### config.mk
export PLATFORM = sky130hd
export DESIGN_NAME = vlsu_meta_buffer
export DESIGN_NICKNAME = d
export VERILOG_FILES = /design/src/rtl/vlsu_meta_buffer.sv
export SDC_FILE = /design/constraint.sdc
export NUM_CORES = 1
export LEC_CHECK = 0
export CAP_MARGIN = 10
export CORE_MARGIN = 5
export CORE_UTILIZATION = 54
export CTS_CLUSTER_SIZE = 40
export DETAILED_ROUTE_END_ITERATION = 12
export HOLD_SLACK_MARGIN = 0.1
export PLACE_DENSITY = 0.87
export SYNTH_ARGS = -nofsm -noshare
export SYNTH_HDL_FRONTEND = slang
export SYNTH_SLANG_ARGS = --single-unit
### constraint.sdc
create_clock -name clk_i -period 3.6 [get_ports clk_i]
set_input_delay 0.54 -clock clk_i [delete_from_list [all_inputs] [get_ports clk_i]]
set_output_delay 0.54 -clock clk_i [all_outputs]
set_load 0.02 [all_outputs]
### src/rtl/vlsu_meta_buffer.sv
// Metadata FIFO between the VLSU control machine and the data controller.
// Optional macro VLSU_META_BUF_BYPASS_EN adds a same-cycle enq->deq path when the buffer is empty.
module vlsu_meta_buffer #(
    parameter int unsigned Depth        = 4,
    parameter type         meta_glb_t   = logic,
    parameter type         meta_seglv_t = logic
) (
    input  logic                         clk_i,
    input  logic                         rst_i,
    input  logic                         flush_i,
    input  logic                         enq_valid_i,
    output logic                         enq_ready_o,
    input  meta_glb_t                    enq_glb_i,
    input  meta_seglv_t                  enq_seglv_i,
    output logic                         deq_valid_o,
    input  logic                         deq_ready_i,
    output meta_glb_t                    deq_glb_o,
    output meta_seglv_t                  deq_seglv_o,
    output logic [$clog2(Depth+1)-1:0]   count_o,
    output logic                         empty_o
);

    localparam int unsigned PtrW = $clog2(Depth);
    localparam int unsigned CntW = $clog2(Depth + 1);

    logic [PtrW-1:0] wr_ptr;
    logic [PtrW-1:0] rd_ptr;
    logic [CntW-1:0] count;
    logic            full;
    logic            empty;
    logic            enq_fire;
    logic            mem_wr;
    logic            mem_rd;

    meta_glb_t   glb_mem   [Depth];
    meta_seglv_t seglv_mem [Depth];

    // Pointers wrap at Depth-1 so non-power-of-two depths work.
    function automatic logic [PtrW-1:0] next_ptr(input logic [PtrW-1:0] ptr);
        return (ptr == PtrW'(Depth - 1)) ? '0 : ptr + 1'b1;
    endfunction

    assign full        = (count == CntW'(Depth));
    assign empty       = (count == '0);
    assign enq_ready_o = !full;
    assign enq_fire    = enq_valid_i && !full;
    assign count_o     = count;
    assign empty_o     = empty;

`ifdef VLSU_META_BUF_BYPASS_EN
    // An empty buffer forwards the incoming meta; it is only stored if not taken.
    assign deq_valid_o = !empty || enq_valid_i;
    assign deq_glb_o   = empty ? enq_glb_i   : glb_mem[rd_ptr];
    assign deq_seglv_o = empty ? enq_seglv_i : seglv_mem[rd_ptr];
    assign mem_wr      = enq_fire && !(empty && deq_ready_i);
    assign mem_rd      = deq_valid_o && deq_ready_i && !empty;
`else
    assign deq_valid_o = !empty;
    assign deq_glb_o   = glb_mem[rd_ptr];
    assign deq_seglv_o = seglv_mem[rd_ptr];
    assign mem_wr      = enq_fire;
    assign mem_rd      = deq_valid_o && deq_ready_i;
`endif

    always_ff @(posedge clk_i or posedge rst_i) begin
        if (rst_i) begin
            wr_ptr <= '0;
            rd_ptr <= '0;
            count  <= '0;
        end else if (flush_i) begin
            wr_ptr <= '0;
            rd_ptr <= '0;
            count  <= '0;
        end else begin
            if (mem_wr) begin
                wr_ptr <= next_ptr(wr_ptr);
            end
            if (mem_rd) begin
                rd_ptr <= next_ptr(rd_ptr);
            end
            case ({mem_wr, mem_rd})
                2'b10:   count <= count + 1'b1;
                2'b01:   count <= count - 1'b1;
                default: count <= count;
            endcase
        end
    end

    // Storage is deliberately left unreset; only pointers define validity.
    always_ff @(posedge clk_i) begin
        if (mem_wr && !flush_i) begin
            glb_mem[wr_ptr]   <= enq_glb_i;
            seglv_mem[wr_ptr] <= enq_seglv_i;
        end
    end

endmodule

; ---- Word level (Yosys, flattened, before mapping)
; Memory sizes are Yosys's and may differ from the RTL's.
; Cells that the tools add are included.
; Widths: inputs -> output; s select.
[totals]
reg_bits = 7
mem_bits_rw = 8
out_inout_bits = 8
wordCells = 34
n_memories = 2
[memory_table]
columns = memory, words, word_bits, rd, rd_clocked_by_memory_dff, write_ports, line_no
row1 = glb_mem, 4, 1, 1, 0, 1, 35  ; meta_glb_t glb_mem [Depth];
row2 = seglv_mem, 4, 1, 1, 0, 1, 36  ; meta_seglv_t seglv_mem [Depth];
[classes]
add_sub_neg = 4
n_eq_ne = 5
mux = 10
n_reduce_logical = 10
[ops]
columns = operator, n
row1 = $mux 2, 6
row2 = $eq 2x2->1 const B, 3
row3 = $pmux 3 s2, 1
row4 = $add 2x1->2 const B, 2
row5 = $reduce_bool 2->1, 2
row6 = $add 3x1->3 const B, 1
row7 = $eq 3x3->1 const B, 1
row8 = $logic_and 1x1->1, 3
row9 = $logic_not 1->1, 3
row10 = $logic_not 3->1, 1
row11 = $mux 3, 1
row12 = $reduce_bool 3->1, 1
row13 = $sub 3x1->3 const B, 1
row14 = $eq 2x1->1 const B, 1
row15 = $mux 1, 2

; ---- Longest topological paths before layout
[logic_depth]
ltp_word = 6
depth_mapped = 7
mapped_depth_nobuf = 6

; ---- Worst setup path before layout
; OpenSTA, ideal clock, no wires.
[synth_path]
path_kind = reg2reg
from = reg count[0], in the netlist count_o[0]
to = reg count[2], in the netlist count_o[2]
setup_ns = 0.082
arrival_time_ns = 2.143
required_time_ns = 3.518
setup_slack_ns = 1.375
path_stages_with_launch = 7
n_path_buf = 1
synth_period_minus_slack_ns = 2.225
path_cell_list = dfrtp_1 buf_4 o31ai_2 nor2_1 fa_1 or4_1 a31oi_1
[synth_via]
elab_chain_cells = 6
word_cells_on_any_way = 13
classes_between = add/sub (2) / eq/ne (3) / mux (2) / reduce/logical (6)
[synth_rtl]
columns = element, line_no
row1 = start: declaration, 28  ; logic [CntW-1:0] count;
row2 = start signal: assignment, 82  ; 2'b10: count <= count + 1'b1;
row3 = start signal: assignment, 83  ; 2'b01: count <= count - 1'b1;
row4 = start signal: assignment, 84  ; default: count <= count;
row5 = $eq 3x3->1 / $logic_not 3->1 (equally long branches), "43, 44"
row6 = $logic_not 1->1 (on tied branches), "46, 58"
row7 = $logic_and 1x1->1 (on tied branches), "46, 62"
row8 = $eq 2x1->1 / $eq 2x2->1 (equally long branches), 81  ; case ({mem_wr, mem_rd})
row9 = $pmux 3 s2, 81
row10 = $mux 3, 70  ; end else if (flush_i) begin
; Parallel ways exist; a longest one is shown, timed or not.
; A chain may end at the register's enable or synchronous reset.

; ---- Worst setup path in the final report
[layout_path]
from = reg count[0], in the netlist count_o[0]
to = out empty_o
[layout_via]
elab_chain_cells = 1
[layout_rtl]
columns = element, line_no
row1 = $logic_not 3->1, 44  ; assign empty = (count == '0);
row2 = end: declaration, 20  ; output logic empty_o
; Every way passes these cells.

==> run_results.csv <==
group,metric,value,unit
global_route,grt_start_max_net_pins,12,
clocking,max-clock-path-buffers,2,
sta,setup_viol,0,
route,drc_errors,0,
clocking,tritoncts_num_sinks,15,
synth,synthesis.nets,90,
layout,antennaDiodeCount,0,
layout,fill_cells,114,
die,io-pin-count,15,
setup_path,cp-end-kind,"output pin",
sta,final_min_period_over_clock_period,67.9,%
job,cap_viol_max_count,0,
setup_path,crit_type,"flop to output pin",
placement,dp.cells,102,
placement,place.gp.congestion,0.776,
setup_path,critical_path.max_fanout,11,
route,drtIter0Drc,10,
layout,postLayoutCellArea,0.00102,sq mm
outcome,result_of_the_run,"completed",
synth,synth-xor-area-share,1.00,%
sta,finalWorstSetupSlack,1160,ps
layout,final_layout_size_suffix_gt1_share,12.2,%
setup_path,setup.worst_path.start,"count_o[0]",
sta,timing_worst_slew_pin_value,418,ps
route,via_count_of_the_routed_design,594,
sta,hold_violations,0,
setup_path,worst_ep_arrival_time,1900,ps
sta,grt_setup_unrepaired,"no",
clocking,clk-insertion-delay-late,280,ps
power,vdd.ir_drop.worst,238,uV
synth,synth_sequential_area_ratio,47.6,%
die,fp.dieW,50.2,microns
synth,netlist_top_cells_area,"sky130_fd_sc_hd__edfxtp_1 28%, sky130_fd_sc_hd__dfrtp_1 20%, sky130_fd_sc_hd__ha_1 7.2%",
setup_path,critical_path.startpoint_type,"flop",
clocking,numCtsBuffers,3,
clocking,cts_tree,"built",
die,core,0.00152,sq mm
global_route,antenna_found_initial,0,
synth,yosys-mux-area-fraction,7.60,%
layout,final_net_count,104,
route,drtPass1Iterations,2,
clocking,cts_resized,0,
synth,cell_area_after_synthesis,872,sq um
clocking,cts_setup_buffers,0,
setup_path,crit_path_end,"empty_o",
route,antenna_left,0,
sta,timing.final.max_slew_violations,0,
synth,synth_top_cell_by_area,"sky130_fd_sc_hd__edfxtp_1",
sta,clock-skew-final,4.81,ps
layout,layout.cells.non_filler,106,
synth,yosys.cell_count.top_type,"sky130_fd_sc_hd__edfxtp_1",
global_route,number_of_global_route_vias_before_repair,599,
setup_path,rr_endpoint,"count_o[2]",
die,die_area,0.00252,sq mm
global_route,grt_pass1_wl,2500,microns
synth,number_of_instances_in_the_synthesized_netlist,77,
synth,synth_flop_cell,"sky130_fd_sc_hd__edfxtp_1",
clocking,clk_pin_slew,90,ps
clocking,htree_levels,1,
sta,setup_tns,0,ps
setup_path,rr_startpoint,"count_o[0]",
die,initial_core_util,57.2,%
clocking,ctsRootBufferMaster,"sky130_fd_sc_hd__clkbuf_4",
route,totalWireLength,1410,microns
sta,fin_hold_ws,477,ps
synth,synthesis.area_per_instance,11.3,sq um
synth,most_frequent_cells_after_synthesis,"8 x sky130_fd_sc_hd__edfxtp_1, 7 x sky130_fd_sc_hd__dfrtp_1, 7 x sky130_fd_sc_hd__inv_1",
synth,synth_top_family_by_area,"simple AND/OR/NAND/NOR gates",
route,viasPerCell,5.60,
clocking,hold_buffers,0,
layout,multiInputGateArea,392,sq um
placement,numPortBuffers,14,
synth,fraction_of_post_synthesis_cell_area_in_the_top_cell_type_by_area,27.5,%
synth,synthSimpleGateAreaFrac,15.6,%
setup_path,timing.reg2reg.setup_slack,1310,ps
placement,dpl-instance-area,997,sq um
die,die_h,50.2,microns
layout,ff_latch_area,415,sq um
global_route,grt.total_usage,12.7,%
route,post_drt_wl_per_cell,13.3,microns
setup_path,worstRegToRegCells,5,
synth,yosysUniqueCellTypes,35,
min_path,hp-class,"input port to async pin",
placement,hpwl,1140,microns
synth,synth_warnings,0,
synth,synth_seq_cells,15,
synth,synth_compound_gate_area_share,11.2,%
power,p_per_area,413,mW/mm^2
global_route,grt_remaining_overflow,0,
power,p_leak,0.404,nW
synth,synth-async-reset-ratio,46.7,%
die,rows,14,
synth,number_of_synthesized_flops_with_an_enable_pin,8,
setup_path,worst-endpoint-required,3060,ps
sta,min_period,2440,ps
synth,synth_adder_area_share,9.47,%
placement,place_ws,885,ps
layout,area.growth.synth_to_final,17.4,%
sta,timing.max_slew.rel_slack,72.2,%
sta,maxClockFrequency,0.409,GHz
==> through the flow <==
stage	utilization (%)	total power, mW
global placement	65.4	0.331
detailed placement	65.4	0.334
CTS	67.2	0.424
global route	67.2	0.449
floorplan	-	0.290
finish	67.2	0.423
==> cells in the final DEF (no fill, tap or decap), types with 2 or more instances in the layout <==
cell type and instances:
sky130_fd_sc_hd__nor2_1 4, sky130_fd_sc_hd__ha_1 5, sky130_fd_sc_hd__dfrtp_1 7, sky130_fd_sc_hd__nand3_1 3
sky130_fd_sc_hd__and2_1 4, sky130_fd_sc_hd__or4_1 2, sky130_fd_sc_hd__a21oi_1 4, sky130_fd_sc_hd__mux4_2 2
sky130_fd_sc_hd__o2111ai_1 2, sky130_fd_sc_hd__nand2b_1 2, sky130_fd_sc_hd__nand2_1 3, sky130_fd_sc_hd__clkdlybuf4s50_1 14
sky130_fd_sc_hd__clkbuf_4 3, sky130_fd_sc_hd__edfxtp_1 8, sky130_fd_sc_hd__or3_1 2, sky130_fd_sc_hd__inv_1 7
==> layer usage <==
metal  vias up  wire length, microns  global-route usage [%]
met3         2                    54                    2.66
met1       282                   627                    15.3
met2         8                   717                    21.8
met4         0                     9                    5.24
li1        302                     -                       -
met5         -                     0                       0
==> registers in the layout (all words and copies together), names as in the netlist <==
| register | cells |
|---|---|
| count_o | 3 |
| glb_mem | 4 |
| rd_ptr | 2 |
| seglv_mem | 4 |
| wr_ptr | 2 |
==> report_power, final <==
part | internal (mW) | switching, mW | total, mW
combinational | 0.0610 | 0.0582 | 0.119
sequential | 0.191 | 0.0188 | 0.210
clock | 0.0429 | 0.0506 | 0.0936
==> area by class of cell <==
cell class	count	share of cell area (%)
clock buffer	4	2.57
multi-input combinational	49	38.3
sequential	15	40.6
tap	16	1.96
inverter	8	2.93
timing repair buffer	14	13.7
==> critical path, stage by stage, from the launching register on <==
cell and delay, ps:
sky130_fd_sc_hd__dfrtp_1 540, sky130_fd_sc_hd__or3_1 440, sky130_fd_sc_hd__inv_1 60, sky130_fd_sc_hd__clkdlybuf4s50_1 590
==> cell families after synthesis <==
group           Yosys count
compound gates           14
fa+ha+maj                 6
xor+xnor                  1
buf+inv                  13
simple gates             24
mux                       4
flops                    15
==> worst min path at each step <==
| stage | startpoint | end | slack [ps] |
|---|---|---|---|
| 3_3_place_gp | wr_ptr[1] | wr_ptr[1] | 590 |
| 3_5_place_dp | wr_ptr[1] | wr_ptr[1] | 600 |
| 6_report | rst_i | count_o[0] | 480 |
| 4_1_cts | rst_i | count_o[0] | 490 |
| 2_1_floorplan | rst_i | count_o[0] | 340 |
| 5_1_grt | rst_i | count_o[0] | 490 |
Note: power is estimated with default switching activity, not from simulation.
